`src/rtl/exu_dtcm_arb_pkg.sv`:
```
// Shared types and default sizes for the DTCM two-master arbiter.
// The round-robin policy is selected by defining DTCM_ARB_RR_EN.
package exu_dtcm_arb_pkg;

    localparam int DTCM_ADDR_WIDTH = 16;
    localparam int XLEN            = 32;
    localparam int DTCM_ARB_OUTS   = 2;

    typedef enum logic {
        ARB_ID_AGU = 1'b0,
        ARB_ID_BUS = 1'b1
    } arb_id_e;

    // Counter width able to hold 0..depth inclusive (depth is a power of 2).
    function automatic int cnt_width(input int depth);
        return $clog2(depth) + 1;
    endfunction

endpackage

```
`src/rtl/exu_dtcm_arb_rspfifo.sv`:
```
// Response FIFO of {master id, data}. The pointers carry an extra phase bit,
// so full and empty are distinguished without a separate occupancy counter.
module exu_dtcm_arb_rspfifo
    import exu_dtcm_arb_pkg::*;
#(
    parameter int DW    = XLEN,
    parameter int DEPTH = DTCM_ARB_OUTS
) (
    input  logic          clk,
    input  logic          rst_n,
    input  logic          push,
    input  arb_id_e       push_id,
    input  logic [DW-1:0] push_data,
    input  logic          pop,
    output arb_id_e       head_id,
    output logic [DW-1:0] head_data,
    output logic          empty,
    output logic          full
);

    localparam int PW = $clog2(DEPTH);

    arb_id_e       mem_id   [DEPTH];
    logic [DW-1:0] mem_data [DEPTH];
    logic [PW:0]   wr_ptr;
    logic [PW:0]   rd_ptr;

    assign empty     = (wr_ptr == rd_ptr);
    assign full      = (wr_ptr[PW] != rd_ptr[PW]) && (wr_ptr[PW-1:0] == rd_ptr[PW-1:0]);
    assign head_id   = mem_id[rd_ptr[PW-1:0]];
    assign head_data = mem_data[rd_ptr[PW-1:0]];

    always_ff @(posedge clk or negedge rst_n) begin
        if (!rst_n) begin
            wr_ptr <= '0;
            rd_ptr <= '0;
        end else begin
            if (push) wr_ptr <= wr_ptr + 1'b1;
            if (pop)  rd_ptr <= rd_ptr + 1'b1;
        end
    end

    // Payload storage needs no reset; the pointers define what is valid.
    always_ff @(posedge clk) begin
        if (push) begin
            mem_id[wr_ptr[PW-1:0]]   <= push_id;
            mem_data[wr_ptr[PW-1:0]] <= push_data;
        end
    end

endmodule

```
`src/rtl/exu_dtcm_arb.sv`:
```
// Two-master arbiter in front of the single-port DTCM SRAM with credit-bounded,
// in-order responses. Define DTCM_ARB_RR_EN for round-robin, else m0 has priority.
module exu_dtcm_arb
    import exu_dtcm_arb_pkg::*;
#(
    parameter int AW         = DTCM_ADDR_WIDTH,
    parameter int DW         = XLEN,
    parameter int OUTS_DEPTH = DTCM_ARB_OUTS
) (
    input  logic            clk,
    input  logic            rst_n,
    input  logic            m0_cmd_valid,
    output logic            m0_cmd_ready,
    input  logic [AW-1:0]   m0_cmd_addr,
    input  logic            m0_cmd_read,
    input  logic [DW-1:0]   m0_cmd_wdata,
    input  logic [DW/8-1:0] m0_cmd_wmask,
    output logic            m0_rsp_valid,
    input  logic            m0_rsp_ready,
    output logic [DW-1:0]   m0_rsp_rdata,
    input  logic            m1_cmd_valid,
    output logic            m1_cmd_ready,
    input  logic [AW-1:0]   m1_cmd_addr,
    input  logic            m1_cmd_read,
    input  logic [DW-1:0]   m1_cmd_wdata,
    input  logic [DW/8-1:0] m1_cmd_wmask,
    output logic            m1_rsp_valid,
    input  logic            m1_rsp_ready,
    output logic [DW-1:0]   m1_rsp_rdata,
    output logic            ram_cs,
    output logic            ram_we,
    output logic [AW-3:0]   ram_addr,
    output logic [DW/8-1:0] ram_wem,
    output logic [DW-1:0]   ram_din,
    input  logic [DW-1:0]   ram_dout
);

    // Handshake rule: a command transfers when cmd_valid && cmd_ready, a response
    // when rsp_valid && rsp_ready; valid never waits on ready, and response data
    // stays stable while valid is held without ready.

    localparam int CW = cnt_width(OUTS_DEPTH);

    logic          credit_ok;
    logic          grant_0;
    logic          grant_1;
    logic          grant_any;
    logic [CW-1:0] outs_cnt;

    logic          rd_pend;
    logic          rd_isrd;
    arb_id_e       rd_id;
    logic [DW-1:0] rsp_data;

    logic          fifo_empty;
    logic          fifo_full;
    logic          fifo_push;
    logic          fifo_pop;
    arb_id_e       head_id;
    logic [DW-1:0] head_data;

    logic          out_valid;
    logic          out_ready;
    arb_id_e       out_id;
    logic [DW-1:0] out_data;
    logic          rsp_hs;
    logic          sel_read;

    // Gating with rst_n keeps the SRAM deselected while reset is held.
    assign credit_ok = rst_n && (outs_cnt < CW'(OUTS_DEPTH));

`ifdef DTCM_ARB_RR_EN
    arb_id_e rr_last;

    always_ff @(posedge clk or negedge rst_n) begin
        if (!rst_n)         rr_last <= ARB_ID_BUS;
        else if (grant_any) rr_last <= grant_1 ? ARB_ID_BUS : ARB_ID_AGU;
    end
`endif

    always_comb begin
        grant_0 = 1'b0;
        grant_1 = 1'b0;
        if (credit_ok) begin
            if (m0_cmd_valid && m1_cmd_valid) begin
`ifdef DTCM_ARB_RR_EN
                if (rr_last == ARB_ID_AGU) grant_1 = 1'b1;
                else                       grant_0 = 1'b1;
`else
                grant_0 = 1'b1;
`endif
            end else begin
                grant_0 = m0_cmd_valid;
                grant_1 = m1_cmd_valid;
            end
        end
    end

    assign grant_any    = grant_0 || grant_1;
    assign m0_cmd_ready = grant_0;
    assign m1_cmd_ready = grant_1;

    assign sel_read = grant_1 ? m1_cmd_read : m0_cmd_read;
    assign ram_cs   = grant_any;
    assign ram_we   = grant_any && !sel_read;
    assign ram_addr = grant_1 ? m1_cmd_addr[AW-1:2] : m0_cmd_addr[AW-1:2];
    assign ram_wem  = grant_1 ? m1_cmd_wmask : m0_cmd_wmask;
    assign ram_din  = grant_1 ? m1_cmd_wdata : m0_cmd_wdata;

    always_ff @(posedge clk or negedge rst_n) begin
        if (!rst_n) begin
            rd_pend <= 1'b0;
            rd_isrd <= 1'b0;
            rd_id   <= ARB_ID_AGU;
        end else begin
            rd_pend <= grant_any;
            if (grant_any) begin
                rd_isrd <= sel_read;
                rd_id   <= grant_1 ? ARB_ID_BUS : ARB_ID_AGU;
            end
        end
    end

    assign rsp_data = rd_isrd ? ram_dout : '0;

    // The FIFO head always has precedence; the SRAM result bypasses only when
    // nothing older is queued, which keeps responses globally in order.
    always_comb begin
        out_valid = 1'b0;
        out_id    = ARB_ID_AGU;
        out_data  = '0;
        if (!fifo_empty) begin
            out_valid = 1'b1;
            out_id    = head_id;
            out_data  = head_data;
        end else if (rd_pend) begin
            out_valid = 1'b1;
            out_id    = rd_id;
            out_data  = rsp_data;
        end
    end

    assign out_ready = (out_id == ARB_ID_BUS) ? m1_rsp_ready : m0_rsp_ready;
    assign rsp_hs    = out_valid && out_ready;
    assign fifo_pop  = rsp_hs && !fifo_empty;
    assign fifo_push = rd_pend && !(fifo_empty && rsp_hs);

    assign m0_rsp_valid = out_valid && (out_id == ARB_ID_AGU);
    assign m1_rsp_valid = out_valid && (out_id == ARB_ID_BUS);
    assign m0_rsp_rdata = (out_id == ARB_ID_AGU) ? out_data : '0;
    assign m1_rsp_rdata = (out_id == ARB_ID_BUS) ? out_data : '0;

    always_ff @(posedge clk or negedge rst_n) begin
        if (!rst_n) begin
            outs_cnt <= '0;
        end else begin
            case ({grant_any, rsp_hs})
                2'b10:   outs_cnt <= outs_cnt + CW'(1);
                2'b01:   outs_cnt <= outs_cnt - CW'(1);
                default: outs_cnt <= outs_cnt;
            endcase
        end
    end

    exu_dtcm_arb_rspfifo #(
        .DW    (DW),
        .DEPTH (OUTS_DEPTH)
    ) u_rspfifo (
        .clk       (clk),
        .rst_n     (rst_n),
        .push      (fifo_push),
        .push_id   (rd_id),
        .push_data (rsp_data),
        .pop       (fifo_pop),
        .head_id   (head_id),
        .head_data (head_data),
        .empty     (fifo_empty),
        .full      (fifo_full)
    );

    // Byte-offset bits never reach the word-addressed SRAM; the credit counter
    // already makes the full flag redundant here.
    logic unused_ok;
    assign unused_ok = ^{m0_cmd_addr[1:0], m1_cmd_addr[1:0], fifo_full};

endmodule

```
`config.mk`:
```
export PLATFORM = sky130hd
export DESIGN_NAME = exu_dtcm_arb
export DESIGN_NICKNAME = d
export VERILOG_FILES = /design/src/rtl/exu_dtcm_arb_pkg.sv /design/src/rtl/exu_dtcm_arb_rspfifo.sv /design/src/rtl/exu_dtcm_arb.sv
export SDC_FILE = /design/constraint.sdc
export NUM_CORES = 1
export LEC_CHECK = 0
export BUFFER_PORTS_ARGS = -buffer_cell sky130_fd_sc_hd__buf_2
export CAP_MARGIN = 20
export CELL_PAD_IN_SITES_DETAIL_PLACEMENT = 1
export CELL_PAD_IN_SITES_GLOBAL_PLACEMENT = 2
export CORE_AREA = 2 2 142 144
export DETAILED_ROUTE_END_ITERATION = 8
export DIE_AREA = 0 0 144 146
export PLACE_DENSITY = 0.85
export SLEW_MARGIN = 15
export SYNTH_ARGS = -nofsm -noshare
export SYNTH_HDL_FRONTEND = slang
export SYNTH_SLANG_ARGS = --single-unit
```
`constraint.sdc`:
```
create_clock -name clk -period 3.8 [get_ports clk]
set_input_delay 0.38 -clock clk [delete_from_list [all_inputs] [get_ports clk]]
set_output_delay 0.38 -clock clk [all_outputs]
set_load 0.02 [all_outputs]
```
==> results.py <==
metrics = {
    "run_status": {
        "outcome": "complete, no violations",
    },
    "sta": {
        "hold_violations": 0,
        "fin_crit_ns": 3.50,
        "setup_violations": 0,
        "worst_pin_slew_ns": 0.971,
        "rsz0062_at_grt": "false",
        "fin_worst_skew_ns": 0.00769,
        "max_freq_mhz": 286,
        "relSlewSlack": 0.353,
        "finalCritPeriodShare": 0.921,
        "drv_slew": 0,
        "tns_ns": 0,
    },
    "routing": {
        "drt-initial-drc-count": 153,
        "vias": 4703,
        "wire_per_inst_um": 17.8,
        "drt-vias-per-instance": 4.79,
        "postRouteWirelength_um": 17500,
        "drc": 0,
        "ant_nets": 0,
        "first_pass_iters": 4,
    },
    "floorplan": {
        "row_count": 51,
        "dieWidth_um": 144,
        "die_y_um": 146,
        "dieArea_mm2": 0.0210,
        "start_util": 0.259,
        "io_pins": 264,
        "coreArea_mm2": 0.0193,
    },
    "final_layout": {
        "fin_nets": 856,
        "fillers": 2247,
        "syn_to_final_growth_pct": 36.0,
        "drive_gt1_frac": 0.461,
    },
    "synth": {
        "ys_warn_count": 0,
        "synth.avg_cell_area_um2": 10.5,
        "synth_mux_area_frac": 0.200,
        "synth-simple-area-share": 0.106,
        "synth_nets": 623,
        "mappedNetlistArea_mm2": 0.00502,
        "ys_seq_elements": 75,
        "synth-adder-area-share": 0.00249,
        "synth-compound-area-share": 0.178,
        "synth_cell_types": 39,
        "seq_area_frac_synth": 0.440,
        "synth_top_family_by_area": "multiplexers",
        "synthArstFlopShare": 0.120,
        "yosys.area_share.xor_xnor": 0.0187,
        "netlist_instances": 478,
        "ys.flop_type": "edfxtp_1",
        "synth_edf_count": 66,
    },
    "worst_setup_path": {
        "r2r_slack_ns": 1.00,
        "end_kind": "output port",
        "worstPathArrival_ns": 3.12,
        "crit_path_start": "rst_n",
        "critical-path-slowest-cell": "and3_2",
        "crit_required_ns": 3.42,
        "crit_chain": "dlygate4sd3_1 -> buf_2 -> nor2b_1 -> and3_2 -> buf_4 -> mux2_1 -> buf_2",
        "cp_top_family": "buffers and inverters",
        "crit_path_max_incr_delay_ns": 0.64,
        "path_buf_inv": 4,
        "critPathKind": "in2out",
        "cp_max_fo": 27,
        "cp_common_cell": "buf_2",
        "cp-start-kind": "primary input",
        "reg2reg_from": "u_rspfifo.wr_ptr[0]$_DFFE_PN0P_",
    },
    "clocking": {
        "clk_pin_slew_ns": 0.06,
        "clk_path_buf_depth": 2,
        "root_buffer": "clkbuf_16",
        "cts_tree": "built",
        "cts_inserted_buffers": 9,
        "ctsHtreeMaxLevel": 3,
        "clkSinkCount": 75,
        "clk_latency_ns": 0.33,
        "cts.repair.resized": 0,
    },
    "global_routing": {
        "grt_pass1_wl_um": 27200,
        "antenna_found_initial": 1,
        "grt_remaining_overflow": 0,
        "track_usage": 0.167,
        "grt_start_max_net_pins": 71,
        "first_global_vias": 5034,
    },
    "pwr": {
        "ir_worst_vdd_mv": 0.691,
        "fin_total_pwr_mw": 5.70,
        "powerDensity_mw_per_mm2": 836,
        "p_leak_nw": 2.72,
    },
    "placement": {
        "place.gp.congestion": 0.852,
        "hpwl_um": 12400,
        "io_buffers": 259,
    },
    "min_path": {
        "hp-class": "in2reg",
        "min_from": "m1_cmd_valid",
    },
    "flow_run": {
        "max-cap-violations": 0,
    },
}
## through the flow
step / util / hold WS (ns) / instance area, µm² / setup slack [ns] / cells
floorplan: - / 0.0844 / 5020 / 0.983 / 478
CTS: 0.353 / 0.326 / 6820 / 0.208 / 981
global placement: 0.337 / 0.251 / 6510 / 0.911 / 964
detailed placement: 0.337 / 0.256 / 6510 / 0.815 / 964
global route: 0.353 / 0.379 / 6820 / 0.0491 / 982
finish: 0.353 / 0.335 / 6820 / 0.300 / 982
## cell usage after synthesis (4+ instances only)
cell type	count	area (µm²)
edfxtp_1	66	1980
o21ai_1	65	325
nand2_1	64	240
o211ai_1	64	480
mux2_1	51	574
and2_1	35	219
mux2_2	33	372
clkbuf_1	22	82.6
buf_2	15	75.1
buf_4	9	67.6
dfrtp_1	9	225
xnor2_1	4	35.0
## final timing paths
| kind | end | depth (start not counted) |
|---|---|---|
| max in group asynchronous | u_rspfifo.rd_ptr[0]$_DFFE_PN0P_ | 2 |
| min in group asynchronous | u_rspfifo.rd_ptr[0]$_DFFE_PN0P_ | 2 |
| min | rd_id$_DFFE_PN0P_ | 3 |
| min reg2reg | outs_cnt[1]$_DFFE_PN0P_ | 1 |
| max reg2reg | u_rspfifo.mem_data[1][4]$_DFFE_PP_ | 3 |
| max | ram_addr[6] | 7 |
## what timing repair did
action	CTS	global route
endpoints found under the hold margin	9	0
buffers inserted	0	0
hold buffers	1	0
## cell families after synthesis
group                      after synthesis
DFF                                     75
AOI/OAI and AO/OA                      140
and+or+nand+nor                        112
xor gates and xnor gates                 9
muxes                                   88
adders and majority gates                1
buffers and inverters                   53
## state kept, by name, summed over array words and instances (netlist names)
signal	count
u_rspfifo.mem_data	64
outs_cnt	2
u_rspfifo.mem_id	2
u_rspfifo.rd_ptr	2
u_rspfifo.wr_ptr	2
rd_id	1
rd_isrd	1
rd_pend	1
## metal layers
layer | vias to the layer above | global-route usage | wire (µm)
met2 | 167 | 0.317 | 9460
met5 | - | 0 | 0
met1 | 2277 | 0.188 | 6960
met4 | 0 | 0.0363 | 121
li1 | 2248 | - | -
met3 | 11 | 0.0359 | 965
## final cells by class
cell class                 count  area, µm²  share of cell area
antenna                        1       2.50            0.000367
clock inverter                 7       76.3              0.0112
tap                          265        332              0.0486
sequential                    75       2210               0.324
timing repair buffer         271       1390               0.204
inverter                       4       15.0             0.00220
multi-input combinational    350       2570               0.377
clock buffer                   9        225              0.0330
## cells in the final DEF (no fill, tap or decap), types with 3 or more instances in the layout
cell / netlist / layout
and2_1: 35 / 35
mux2_2: 33 / 33
o21ai_1: 65 / 65
buf_4: 9 / 11
buf_2: 15 / 259
edfxtp_1: 66 / 66
inv_1: 3 / 3
nand2_1: 64 / 64
xor2_1: 3 / 3
xnor2_1: 4 / 4
clkinvlp_4: 0 / 3
clkbuf_16: 0 / 9
dfrtp_1: 9 / 8
o211ai_1: 64 / 64
mux2_1: 51 / 51
## worst reg2reg max path, stage by stage, from the launching register on
cell     delay, ns
dfrtp_1       0.65
xor2_4        0.19
buf_4         0.63
o311a_2       0.95
## report_power, final
| group | internal [mW] | switching (mW) | total, mW |
|---|---|---|---|
| Sequential | 1.15 | 0.136 | 1.29 |
| Clock | 0.513 | 0.341 | 0.854 |
| Combinational | 1.13 | 2.43 | 3.56 |
(Power assumes the default switching activity.)
